## config.mk

```make
export PLATFORM = sky130hd
export DESIGN_NAME = clock_freq_meter
export DESIGN_NICKNAME = d
export VERILOG_FILES = /design/src/rtl/freq_meter_pkg.sv /design/src/rtl/sync_edge_detect.sv /design/src/rtl/clock_freq_meter.sv
export SDC_FILE = /design/constraint.sdc
export NUM_CORES = 1
export LEC_CHECK = 0
export CAP_MARGIN = 20
export CORE_ASPECT_RATIO = 2
export CORE_UTILIZATION = 25
export DETAILED_ROUTE_END_ITERATION = 6
export GPL_TIMING_DRIVEN = 0
export PLACE_DENSITY = 0.47
export SLEW_MARGIN = 15
export SYNTH_ARGS = -nofsm -noshare
export SYNTH_HDL_FRONTEND = slang
export SYNTH_SLANG_ARGS = --single-unit
```

## constraint.sdc

```tcl
create_clock -name clk -period 2.9 [get_ports clk]
set_input_delay 0.58 -clock clk [delete_from_list [all_inputs] [get_ports clk]]
set_output_delay 0.58 -clock clk [all_outputs]
set_load 0.02 [all_outputs]
```

## src/rtl/freq_meter_pkg.sv

```systemverilog
// Shared types and sizing helpers for the clock frequency meter.
package freq_meter_pkg;

  typedef enum logic [1:0] {
    IDLE = 2'd0,
    GATE = 2'd1,
    DONE = 2'd2
  } state_e;

  // One-second gate window at a 50 MHz system clock.
  localparam int DEFAULT_GATE_CYCLES = 50_000_000;

  // Width of the gate down-counter; it only ever holds GATE_CYCLES-1 .. 0.
  function automatic int gate_cnt_w(input int gate_cycles);
    return (gate_cycles <= 2) ? 1 : $clog2(gate_cycles);
  endfunction

endpackage

```

## src/rtl/sync_edge_detect.sv

```systemverilog
// Synchronizes an asynchronous level into the clk domain and flags its rising edges.
module sync_edge_detect #(
  parameter int SYNC_STAGES = 2
) (
  input  logic clk,
  input  logic rst_n,
  input  logic async_in,
  output logic sync_out,
  output logic rise
);

  logic [SYNC_STAGES-1:0] sync_q;
  logic                   prev_q;

  always_ff @(posedge clk or negedge rst_n) begin
    if (!rst_n) begin
      sync_q <= '0;
      prev_q <= 1'b0;
    end else begin
      sync_q <= {sync_q[SYNC_STAGES-2:0], async_in};
      prev_q <= sync_q[SYNC_STAGES-1];
    end
  end

  assign sync_out = sync_q[SYNC_STAGES-1];
  assign rise     = sync_out & ~prev_q;

endmodule

```

## src/rtl/clock_freq_meter.sv

```systemverilog
// Counts rising edges of an asynchronous clock over a fixed window of system clocks
// and reports the count once per window.
module clock_freq_meter
  import freq_meter_pkg::*;
#(
  parameter int GATE_CYCLES = DEFAULT_GATE_CYCLES,
  parameter int CNT_W       = 26,
  parameter int SYNC_STAGES = 2,
  parameter bit CONTINUOUS  = 1'b0
) (
  input  logic             clk,
  input  logic             rst_n,
  input  logic             meas_clk,
  input  logic             start,
  output logic             busy,
  output logic             done,
  output logic [CNT_W-1:0] freq_out,
  output logic             overflow
);

  localparam int               GCW       = gate_cnt_w(GATE_CYCLES);
  localparam logic [GCW-1:0]   GATE_LOAD = GCW'(GATE_CYCLES - 1);
  localparam logic [CNT_W-1:0] CNT_MAX   = '1;

  state_e           state_q;
  logic [GCW-1:0]   gate_q;
  logic [CNT_W-1:0] edge_q, edge_d;
  logic             ovf_q, ovf_d;
  logic [CNT_W-1:0] freq_q;
  logic             overflow_q;
  logic             busy_q;
  logic             done_q;
  logic             rise;
  logic             meas_sync_unused;
  logic             rise_hit;

  sync_edge_detect #(
    .SYNC_STAGES(SYNC_STAGES)
  ) u_sync (
    .clk     (clk),
    .rst_n   (rst_n),
    .async_in(meas_clk),
    .sync_out(meas_sync_unused),
    .rise    (rise)
  );

  // Edges outside GATE are dropped; the counter sticks at max and flags the lost edge.
  always_comb begin
    rise_hit = (state_q == GATE) && rise;
    edge_d   = edge_q;
    ovf_d    = ovf_q;
    if (rise_hit) begin
      if (edge_q == CNT_MAX) ovf_d = 1'b1;
      else                   edge_d = edge_q + 1'b1;
    end
  end

  always_ff @(posedge clk or negedge rst_n) begin
    if (!rst_n) begin
      state_q    <= IDLE;
      gate_q     <= '0;
      edge_q     <= '0;
      ovf_q      <= 1'b0;
      freq_q     <= '0;
      overflow_q <= 1'b0;
      busy_q     <= 1'b0;
      done_q     <= 1'b0;
    end else begin
      done_q <= 1'b0;
      case (state_q)
        IDLE: begin
          if (CONTINUOUS || start) begin
            state_q <= GATE;
            gate_q  <= GATE_LOAD;
            edge_q  <= '0;
            ovf_q   <= 1'b0;
            busy_q  <= 1'b1;
          end
        end
        GATE: begin
          edge_q <= edge_d;
          ovf_q  <= ovf_d;
          if (gate_q == '0) begin
            // Last counted cycle: publish including any edge seen right now.
            state_q    <= DONE;
            freq_q     <= edge_d;
            overflow_q <= ovf_d;
            done_q     <= 1'b1;
          end else begin
            gate_q <= gate_q - 1'b1;
          end
        end
        DONE: begin
          if (CONTINUOUS) begin
            state_q <= GATE;
            gate_q  <= GATE_LOAD;
            edge_q  <= '0;
            ovf_q   <= 1'b0;
          end else begin
            state_q <= IDLE;
            busy_q  <= 1'b0;
          end
        end
        default: begin
          state_q <= IDLE;
          busy_q  <= 1'b0;
        end
      endcase
    end
  end

  assign busy     = busy_q;
  assign done     = done_q;
  assign freq_out = freq_q;
  assign overflow = overflow_q;

endmodule

```

# After elaboration in Yosys (flattened, before gate mapping)
# Index checks and enable logic that the tools add are counted.
[totals] ff_bits=87 in_bits=4 output_inout_bits=29 elab_cells=47
[op_classes] addsub=2 n_eq_ne=5 n_mux=18 n_bitwise=3 n_reduce_logical=9
[op_table] op="26-bit 2-to-1 mux" n=5
[op_table] op="26-bit one-hot mux with 2 select lines" n=2
[op_table] op="26-bit by 1-bit adder with 26-bit output, second input constant" n=1
[op_table] op="26-bit == test, second input constant" n=1
[op_table] op="26-bit zero test" n=1
[op_table] op="26-bit by 1-bit subtractor with 26-bit output, second input constant" n=1
[op_table] op="2-bit AND reduction" n=4
[op_table] op="1-bit 2-to-1 mux" n=6
[op_table] op="2-bit 2-to-1 mux" n=2
[op_table] op="2-bit != test, second input constant" n=2
[op_table] op="1-bit one-hot mux with 2 select lines" n=2
[op_table] op="2-bit one-hot mux with 2 select lines" n=1
[op_table] op="3-bit AND reduction" n=1
[op_table] op="2-bit by 1-bit == test with 1-bit output, second input constant" n=1
[op_table] op="2-bit zero test" n=1
[op_table] op="2-bit by 1-bit != test with 1-bit output, second input constant" n=1
[op_table] op="1-bit NOT" n=2
[op_table] op="2-bit nonzero test" n=1
[op_table] op="1-bit bitwise AND" n=1
[op_table] op="1-bit logical AND" n=1

# Longest topological paths before layout
[depth] word_depth=5 mapped_depth=10 depth_no_buf=8

# By module
# From an unflattened synthesis, not the netlist that was laid out.
[unflattened] cells_unflattened=482 hier_area_um2=4531.8
[by_module_without_submodules] mod="clock_freq_meter" n_inst=1 cells_each=478 area_each_um2=4443.0 seq_area_each_um2=2102.0
[by_module_without_submodules] mod="sync_edge_detect" n_inst=1 cells_each=4 area_each_um2=88.8 seq_area_each_um2=75.1

# Worst setup path before layout
# Ideal clock, no wire load.
[synth_path] path_kind="reg2reg" from="register edge_q[0]" to="register freq_q[21] (netlist: freq_out[21])" arrival_ns=2.108 path_slack_ns=0.710 stages_incl_launch_ff=9 cell_sequence="dfrtp_1 > ha_1 > and4_1 > and4b_1 > clkbuf_1 > and2_1 > buf_2 > or4_1 > a31oi_1"
[synth_via] elab_chain_cells=3
[synth_rtl] element="start: declaration" line="clock_freq_meter.sv:27" rtl="logic [CNT_W-1:0] edge_q, edge_d;"
[synth_rtl] element="start signal: assignment" line="clock_freq_meter.sv:81" rtl="edge_q <= edge_d;"
[synth_rtl] element="26-bit by 1-bit adder with 26-bit output / 26-bit == test (equally long branches)" line="clock_freq_meter.sv:54, clock_freq_meter.sv:53"
[synth_rtl] element="26-bit 2-to-1 mux (*)" line="clock_freq_meter.sv:53" rtl="if (edge_q == CNT_MAX) ovf_d = 1'b1;"
[synth_rtl] element="26-bit 2-to-1 mux (*)" line="clock_freq_meter.sv:52" rtl="if (rise_hit) begin"
[synth_rtl] element="end signal: assignment" line="clock_freq_meter.sv:86" rtl="freq_q <= edge_d;"
[synth_rtl] element="end: declaration" line="clock_freq_meter.sv:29" rtl="logic [CNT_W-1:0] freq_q;"
# Every way passes the cells marked *; elsewhere a longest branch is shown, timed or not.
# A chain may end at the register's enable or synchronous reset.

# Final worst setup path
[layout_path] from="register gate_q[20]" to="register gate_q[5]"
[layout_via] elab_chain_cells=3
[layout_rtl] element="start: declaration" line="clock_freq_meter.sv:26" rtl="logic [GCW-1:0] gate_q;"
[layout_rtl] element="start signal: assignment" line="clock_freq_meter.sv:90" rtl="gate_q <= gate_q - 1'b1;"
[layout_rtl] element="26-bit zero test" line="clock_freq_meter.sv:83" rtl="if (gate_q == '0) begin"
[layout_rtl] element="2-bit != test (no line)"
[layout_rtl] element="3-bit AND reduction (no line)"
# Every way passes these cells.

==> out/metrics.csv <==
metric,value,unit
status,"complete, no violations",
Port Buf Inserts,32,
WL final,13.5,mm
unrepaired setup endpoints after global routing,false,
die area,18700,um2
pin count of the biggest net entering global routing,48,
worst hold slack,261,ps
Clock Skews,13.9,ps
# rows,69,
CP max stage delay,680,ps
WS Path Type,reg2reg,
Register Area,2180,um2
"Req. time, crit path",3170,ps
die width,97.2,um
Tcrit/Tclk final,93.1,%
I/O pin count,33,
worst reg2reg startpoint,gate_q[20],
FILL cells,1869,
final antenna-violating net count,0,
Syn Area/Cell,9.49,um2
pwr dens,580,nW/um2
ant diodes,0,
"most common cell after layout, fill and taps aside",dfrtp_1,
clock slew at reported path FFs,60,ps
final net count,528,
worst vdd ir,0.245,mV
H-tree depth,3,
Slew @ Worst Pin,775,ps
CTS buffer count,9,
clock power share,34.6,%
Flop pwr share,49.6,%
Post-synth EDFFs,0,
number of max-cap violations,0,
CP most frequent cell,buf_2,
Die Span Y,192,um
Post-Syn Area,4540,um2
Synth Net Count,484,
sequential fraction of the synthesis area,48.0,%
Synth cell types,60,
Sink Count,87,
DRT Pass-1 Iters,4,
first-pass GRT wire length,21.2,mm
Comb pwr share,15.8,%
Crit. Startpoint,gate_q[20],
# Post-CTS Setup Buffers,0,
core area,17800,um2
R2R setup slack,200,ps
most frequent cells in the layout,"87 x dfrtp_1, 46 x nand2_1, 42 x o21ai_0",
P_leak,2.06,nW
Tot Pwr,0.00315,W
Starting DRT DRC Count,231,
fin crit period,2700,ps
"Setup violations, final",0,
Max clock buf depth,2,
CP Max Fanout,10,
Slew headroom,48.2,%
Psw,0.000978,W
Worst Setup End Kind,flip-flop,
initial antenna violation count,0,
Internal Power,0.00217,W
#FFs+latches synth,87,
Synthesis Warnings,0,
post-route cell area,5430,um2
"Cell Area, Placed",5140,um2
crit path DAT,2970,ps
sequence of cells on the critical path,"nor4_1, nand4_1, o21ai_1, buf_2, buf_2, o21ai_0, nand3_1",
GRT Overall Usage,15.0,%
DRC violations left,0,
Vias/cell,5.33,
"Slowest-stage cell, CP",nor4_1,
Layout area overhead,19.8,%
Async SR Flop Fraction,100,%
Reg2Reg Depth,7,
Fmax,0.370,GHz
Sw Share,31.1,%
fraction of layout cells with a size suffix above 1,10.6,%
global placement routability congestion,0.870,
Root Buffer,clkbuf_16,
WL per Instance,18.3,um
grt total ovfl,0,
vias in the first global route,3823,
Initial Util,25.5,%
Main synth FF type,dfrtp_1,
Mapped Cells,478,
Final Hold Fails,0,
HP Class,in2async,
crit start category,flip-flop,
R2R Path End,gate_q[5],
clock latency on the worst-skew pair,350,ps
final slew viol count,0,
Via Count,3947,
dpl hpwl,10.5,mm
CTS tree,yes,
footprint of the multi-input gates,2190,um2
## flip-flops by register name (all words and copies together) (netlist names)
name,flops
busy,1
done,1
edge_q,26
freq_out,26
gate_q,26
overflow,1
ovf_q,1
state_q,2
u_sync.prev_q,1
u_sync.sync_q,2
## layout make-up
type | count | share of cell area [%]
Sequential cell | 87 | 40.1
Inverter | 11 | 0.760
Clock buffer | 9 | 4.15
Timing Repair Buffer | 33 | 6.22
Multi-Input combinational cell | 352 | 40.4
Buffer | 28 | 2.63
Tap cell | 213 | 4.91
Clock inverter | 7 | 0.898
## logic make-up (layout without fill, tap and decap cells)
logic type	count (synthesis)	after routing	synth area share (%)
adders and majority gates	2	2	0.552
buffers and inverters	39	88	4.06
xor gates and xnor gates	19	19	3.67
muxes	6	6	1.38
AOI/OAI and AO/OA	123	123	17.0
DFF	87	87	48.0
and+or+nand+nor	202	202	25.4
## worst max-delay path: cells and delay by family (launching register included)
family                 cells  cell delay (ps)
and+or+nand+nor            3             1150
AOI/OAI and AO/OA          2              530
buffers and inverters      2              520
DFF                        1              410
## power groups by stage
stage,combinational (W),sequential (W),clock [W]
after floorplan,0.000368,0.00152,0
after global placement,0.000476,0.00156,0
after detailed placement,0.000498,0.00157,0
after CTS,0.000500,0.00155,0.00112
after global routing,0.000566,0.00159,0.00117
final,0.000496,0.00156,0.00109
## cell usage after synthesis (2+ instances only)
library cell / number / share of area (%)
nand2b_1: 5 / 0.69
nor2b_1: 3 / 0.41
xor2_1: 3 / 0.58
clkbuf_1: 11 / 0.91
nand3b_1: 3 / 0.50
xnor2_1: 16 / 3.1
or4_1: 7 / 1.2
buf_4: 4 / 0.66
dfrtp_1: 87 / 48
o21bai_1: 2 / 0.33
nor4bb_1: 2 / 0.44
inv_1: 10 / 0.83
o311ai_0: 2 / 0.39
or2_2: 2 / 0.28
nand3_1: 23 / 2.5
nor2_1: 29 / 2.4
and3_1: 2 / 0.28
nor4b_1: 2 / 0.39
ha_1: 2 / 0.55
buf_2: 12 / 1.3
o21a_1: 8 / 1.3
or4_4: 3 / 0.74
nand2_1: 46 / 3.8
or3_4: 2 / 0.50
o31ai_1: 6 / 0.99
or3_1: 17 / 2.3
o21ai_0: 43 / 4.7
a22o_1: 2 / 0.39
a21oi_1: 14 / 1.5
mux2i_1: 4 / 0.88
nor3_1: 7 / 0.77
a211oi_1: 3 / 0.50
o211ai_1: 15 / 2.5
nor4_1: 13 / 1.8
and4_1: 10 / 1.9
a31oi_1: 18 / 2.5
mux2_2: 2 / 0.50
nand4_1: 13 / 1.8
nand4b_1: 2 / 0.39
or3_2: 2 / 0.33
a31o_2: 2 / 0.39
## through the flow
step / instances / setup TNS [ps] / util (%) / setup slack [ps]
3_5_place_dp: 724 / -219 / 28.9 / -45.3
3_3_place_gp: 723 / -185570 / 28.8 / -2140
4_1_cts: 740 / 0 / 30.4 / 72.4
2_1_floorplan: 478 / 0 / - / 710
6_report: 740 / 0 / 30.5 / 201
5_1_grt: 740 / 0 / 30.5 / 15.7
## metal layers
| layer | track usage, % | vias up | share of wire, % | wire length (um) |
|---|---|---|---|---|
| met5 | 0 | - | 0 | 0 |
| met4 | 9.56 | 0 | 5.2 | 703 |
| met3 | 2.21 | 48 | 2.5 | 341 |
| met2 | 30.0 | 104 | 58 | 7910 |
| met1 | 13.8 | 1923 | 34 | 4590 |
| li1 | - | 1872 | - | - |
## repair_timing
item	CTS	global route
setup endpoints to repair	8	16
gates resized for setup	1	2
hold buffers	0	0
## worst max-delay path by stage
stage / endpoint / cells after the start
global route: gate_q[2] / 7
global placement: u_sync.sync_q[1] / 1
CTS: gate_q[2] / 9
detailed placement: gate_q[5] / 9
floorplan: freq_out[21] / 8
finish: gate_q[5] / 7
Power figures use the tool's default switching activity.
